--- src/rtl/implication_responder.sv ---
// Responder for antecedent/consequent implication checks: every accepted request
// matures after LATENCY cycles and is issued as one consequent pulse, buffered while stalled.
module implication_responder #(
   parameter int LATENCY     = 1,
   parameter int MAX_PENDING = 7,
   parameter int CNT_W       = $clog2(MAX_PENDING + 1)
) (
   input  logic             clk,
   input  logic             rst,
   input  logic             antecedent,
   input  logic             stall,
   output logic             consequent,
   output logic [CNT_W-1:0] pending,
   output logic             overflow
);

   localparam logic [CNT_W-1:0] PENDING_FULL = CNT_W'(MAX_PENDING);

   logic             matured;
   logic [CNT_W-1:0] pending_next;
   logic             overflow_next;

   generate
      if (LATENCY == 0) begin : g_overlap
         // Overlapping relation: a request matures in the cycle it is presented.
         assign matured = antecedent;
      end else begin : g_delay
         logic [LATENCY-1:0] stage;

         always_ff @(posedge clk) begin
            if (rst) begin
               stage <= '0;
            end else begin
               stage[0] <= antecedent;
               for (int i = 1; i < LATENCY; i++) begin
                  stage[i] <= stage[i-1];
               end
            end
         end

         assign matured = stage[LATENCY-1];
      end
   endgenerate

   assign consequent = !rst && !stall && ((pending != '0) || matured);

   // A matured response that cannot be issued is buffered, or dropped once the buffer is full.
   always_comb begin
      pending_next  = pending;
      overflow_next = overflow;
      if (matured && !consequent) begin
         if (pending == PENDING_FULL) begin
            overflow_next = 1'b1;
         end else begin
            pending_next = pending + 1'b1;
         end
      end else if (!matured && consequent) begin
         pending_next = pending - 1'b1;
      end
   end

   always_ff @(posedge clk) begin
      if (rst) begin
         pending  <= '0;
         overflow <= 1'b0;
      end else begin
         pending  <= pending_next;
         overflow <= overflow_next;
      end
   end

endmodule

--- config.mk ---
export PLATFORM = sky130hd
export DESIGN_NAME = implication_responder
export DESIGN_NICKNAME = d
export VERILOG_FILES = /design/src/rtl/implication_responder.sv
export SDC_FILE = /design/constraint.sdc
export NUM_CORES = 1
export LEC_CHECK = 0
export BUFFER_PORTS_ARGS = -buffer_cell sky130_fd_sc_hd__buf_2
export CELL_PAD_IN_SITES_DETAIL_PLACEMENT = 1
export CELL_PAD_IN_SITES_GLOBAL_PLACEMENT = 2
export CORE_AREA = 2 2 39 41
export DETAILED_ROUTE_END_ITERATION = 16
export DIE_AREA = 0 0 41 43
export PLACE_DENSITY = 0.6
export SETUP_SLACK_MARGIN = 0.05
export SKIP_CTS_REPAIR_TIMING = 1
export SLEW_MARGIN = 20
export SYNTH_ARGS = -nofsm -noshare
export SYNTH_HDL_FRONTEND = slang
export SYNTH_SLANG_ARGS = --single-unit
--- constraint.sdc ---
create_clock -name clk -period 2 [get_ports clk]
set_input_delay 0.3 -clock clk [delete_from_list [all_inputs] [get_ports clk]]
set_output_delay 0.3 -clock clk [all_outputs]
set_load 0.005 [all_outputs]
# Yosys cells after proc, flatten, opt, wreduce, memory -nomap -nowiden
# Cells that the tools add are included.
[op_classes] addsub=2 n_eq_ne=2 muxes=3 reduce_logical=13
[ops] operator="$mux 3" count=3
[ops] operator="$logic_and 1x1->1" count=4
[ops] operator="$logic_not 1->1" count=4
[ops] operator="$reduce_and 2->1" count=2
[ops] operator="$add 3x1->3 const B" count=1
[ops] operator="$eq 3x3->1 const B" count=1
[ops] operator="$reduce_bool 3->1" count=1
[ops] operator="$sub 3x1->3 const B" count=1
[ops] operator="$ne 2x2->1 const B" count=1
[ops] operator="$reduce_bool 2->1" count=1
[ops] operator="$logic_or 1x1->1" count=1
[totals] reg_bits=5 inputBits=4 output_inout_bits=5 word_cells=23

# Depth between registers and ports, before layout
[depth] depth_word=7 ltp_mapped=6 depth_no_buf=5

# Worst setup path before layout
# No wires, ideal clock.
[synth_timing] path_kind="input to register" start="in rst" end="reg pending[2]" setup_ns=0.121 t_arrival_ns=1.399 required_time_ns=1.879 path_slack_ns=0.480 cell_stages=6 path_buffers=1 path_cell_list="buf_6 > o21ai_2 > fa_1 > nor3_2 > a21oi_1 > mux2_4"
[synth_between] elab_chain_cells=7 word_cells_on_any_way=10 classes_between="eq/ne: 1; mux: 1; reduce/logical: 8"
[synth_rtl] item="start, declared" line="9" rtl="input logic rst,"
[synth_rtl] item="$logic_not 1->1" line="45" rtl="assign consequent = !rst && !stall && ((pending != '0) || matured);"
[synth_rtl] item="$logic_and 1x1->1 (2 in series)" line="45"
[synth_rtl] item="$logic_not 1->1" line="51" rtl="if (matured && !consequent) begin"
[synth_rtl] item="$logic_and 1x1->1" line="51"
[synth_rtl] item="$ne 2x2->1 (no line) / $reduce_bool 2->1 (equally long branches)"
[synth_rtl] item="$reduce_and 2->1 (no line)"
[synth_rtl] item="end signal, assigned" line="67" rtl="pending <= pending_next;"
[synth_rtl] item="end, declared" line="13" rtl="output logic [CNT_W-1:0] pending,"
# Parallel ways exist; a longest one is shown, timed or not.
# A chain may end at the register's enable or synchronous reset.

# Final worst setup path
[layout_timing] start="reg g_delay.stage" end="reg pending[2]"
[layout_between] elab_chain_cells=6 word_cells_on_any_way=10 classes_between="eq/ne: 1; mux: 1; reduce/logical: 8"
[layout_rtl] item="start, declared" line="28" rtl="logic [LATENCY-1:0] stage;"
[layout_rtl] item="start signal, assigned by index" line="36" rtl="stage[i] <= stage[i-1];"
[layout_rtl] item="$logic_or 1x1->1" line="45"
[layout_rtl] item="$logic_and 1x1->1" line="45"
[layout_rtl] item="$logic_not 1->1" line="51"
[layout_rtl] item="$logic_and 1x1->1" line="51"
[layout_rtl] item="$ne 2x2->1 (no line) / $reduce_bool 2->1 (equally long branches)"
[layout_rtl] item="$reduce_and 2->1 (no line)"
# Parallel ways exist; a longest one is shown, timed or not.

==> results.json <==
{
  "critPathMaxStageDelay_ns": 0.41,
  "synth_common_cells": "6 x nor2_1, 5 x dfxtp_1, 3 x nor2b_1",
  "power_w": 0.0003080,
  "grt_max_degree": 10,
  "startpoint_type": "register",
  "ys_warn_count": 0,
  "area_delta_synth_final_pct": 27.15,
  "insertion_delay_ns": 0.24,
  "maxSlewViolCount": 0,
  "yosys.area.top_type_share_pct": 36.20,
  "path_cells": "o21ai_2, fa_1, nor3_2, a21oi_1, mux2_4",
  "crit_required_ns": 2.13,
  "swShare_pct": 28.11,
  "finalHoldViolCount": 0,
  "fillCellCount": 180,
  "root_buffer": "clkbuf_4",
  "max_freq_mhz": 642.6,
  "wl_per_cell_um": 9.709,
  "dp_hpwl_um": 435.7,
  "yosys.area.top_type": "dfxtp_1",
  "initial_core_util_pct": 19.98,
  "antenna_found_initial": 0,
  "ios": 9,
  "syn-cell-area_sq_um": 276.5,
  "drive_gt1_share_pct": 41.03,
  "nets": 45,
  "arrival_ns": 1.68,
  "ir_drop_uv": 218.0,
  "clkPwrFrac_pct": 37.7,
  "crit_path_top_delay_cell": "fa_1",
  "cts_htree_levels": 1,
  "diodes": 0,
  "power_density_nw_per_um2": 876.0,
  "portBuffers": 8,
  "overflow": 0,
  "die_h_um": 43,
  "finalCritPeriodShare_pct": 77.81,
  "outcome": "complete, no violations",
  "grt_pass1_wl_um": 862,
  "synthCells": 28,
  "setup_violations": 0,
  "cts_buffers": 3,
  "path_delay_family": "adder cells",
  "cts_tree": "yes",
  "drc_errors": 0,
  "synth_enable_flop_cells": 0,
  "synth-main-ff-cell": "dfxtp_1",
  "fp.coreArea_sq_um": 1384,
  "gp_routability_congestion": 0.6796,
  "rsz0062_at_grt": "no",
  "p_int_w": 0.0002214,
  "switchingPower_w": 0.00008656,
  "ant_nets": 0,
  "cts_buffer_depth": 2,
  "viasPerCell": 4.327,
  "vias": 238,
  "holdCritPathClass": "in -> reg",
  "synthArstFlopShare_pct": 0,
  "synth_area_leaders": "dfxtp_1 36%, nor2_1 8.1%, fa_1 7.2%, nor2b_1 6.8%, mux2_4 5.4%",
  "pwr-share-seq_pct": 40.3,
  "crit_buf_inv": 0,
  "grt_pass1_vias": 229,
  "finalCriticalPeriod_ns": 1.556,
  "worst_pin_slew_ns": 0.3597,
  "dieArea_sq_um": 1763,
  "clock-sinks": 5,
  "slew_headroom_pct": 75.84,
  "ys_seq_area_share_pct": 36.20,
  "p_comb_share_pct": 22.1,
  "power.leakage_nw": 0.1530,
  "clkTransAtPathRegs_ns": 0.05,
  "worst_clock_skew_ns": 0.007564,
  "dr.first_iter.drc_count": 1,
  "rows": 14,
  "synth_cell_types": 16,
  "drt-total-wl_um": 534,
  "dr.pass1.iters": 2,
  "yosys_register_bits": 5,
  "syn_area_per_cell_sq_um": 9.876,
  "end_kind": "register",
  "synth_nets": 33,
  "grt_util_all_layers_pct": 7.831,
  "synth_most_common_cell": "nor2_1",
  "cap_viol_max_count": 0,
  "fp.dieW_um": 41,
  "tns_ns": 0,
  "critical_path.max_fanout": 4,
  "crit_type": "reg -> reg"
}
[area by class of cell]
class | instances | area (sq um) | area share, %
Timing Repair Buffer | 8 | 40.04 | 11.39
Sequential cell | 5 | 100.1 | 28.47
Clock buffer | 4 | 26.28 | 7.473
Multi-Input combinational cell | 22 | 165.2 | 46.98
Tap cell | 16 | 20.02 | 5.694
[worst paths after layout]
kind	from	endpoint	slack (ns)	cells past startpoint
min reg2reg	overflow$_SDFFE_PP0P_	overflow$_SDFFE_PP0P_	0.47	2
min	antecedent	g_delay.stage$_SDFF_PP0_	0.27	2
max reg2reg	g_delay.stage$_SDFF_PP0_	pending[2]$_SDFFE_PP0P_	0.44	5
max	g_delay.stage$_SDFF_PP0_	pending[2]$_SDFFE_PP0P_	0.44	5
[stage by stage]
stage	utilization, %	instances	hold slack, ns	setup slack, ns	instance area [sq um]
after floorplan	-	28	0.4282	0.4796	276.5
after global placement	23.51	51	0.4443	0.3117	325.3
after detailed placement	23.51	51	0.4696	0.2852	325.3
after CTS	25.41	55	0.2609	0.4367	351.6
after global routing	25.41	55	0.2887	0.3910	351.6
final	25.41	55	0.2705	0.4437	351.6
[cells in the final DEF (no fill, tap or decap), drive strengths merged]
cell	netlist	final
o22ai	1	1
nor2	6	6
nor4	1	1
mux2	1	1
or3	1	1
mux2i	1	1
and3	1	1
dfxtp	5	5
xnor2	1	1
fa	1	1
nor2b	3	3
clkbuf	0	4
a21oi	1	1
o21ai	1	1
buf	1	8
nor3	3	3
[kinds of logic after synthesis]
kind of cell	count (synthesis)	share of synthesized area, %
simple gates	15	30.77
fa+ha+maj	1	7.240
buf+inv	1	4.072
compound gates	3	9.500
flops	5	36.20
mux	2	9.048
xor+xnor	1	3.168
[power groups by stage]
stage	clock (W)	sequential, W	combinational, W
finish	0.000116	0.000124	0.0000680
global route	0.000133	0.000127	0.0000740
CTS	0.000124	0.000124	0.0000695
detailed placement	0	0.000126	0.0000691
global placement	0	0.000126	0.0000683
floorplan	0	0.000125	0.0000503
[worst register-to-register path: stages, from the launching register on]
cell and delay (ns):
dfxtp_1 0.37, o21ai_2 0.11, fa_1 0.41, nor3_2 0.19, a21oi_1 0.08, mux2_4 0.30
[state kept, by name, summed over array words and instances, names as in the netlist]
name,count
g_delay.stage,1
pending,3
overflow,1
[layer usage]
metal	GRT usage (%)	wire [um]
met1	9.003	234
met2	10.00	256
met3	4.712	43
met5	0	0
met4	6.000	0
No activity file was read; power rests on OpenSTA's default activity.
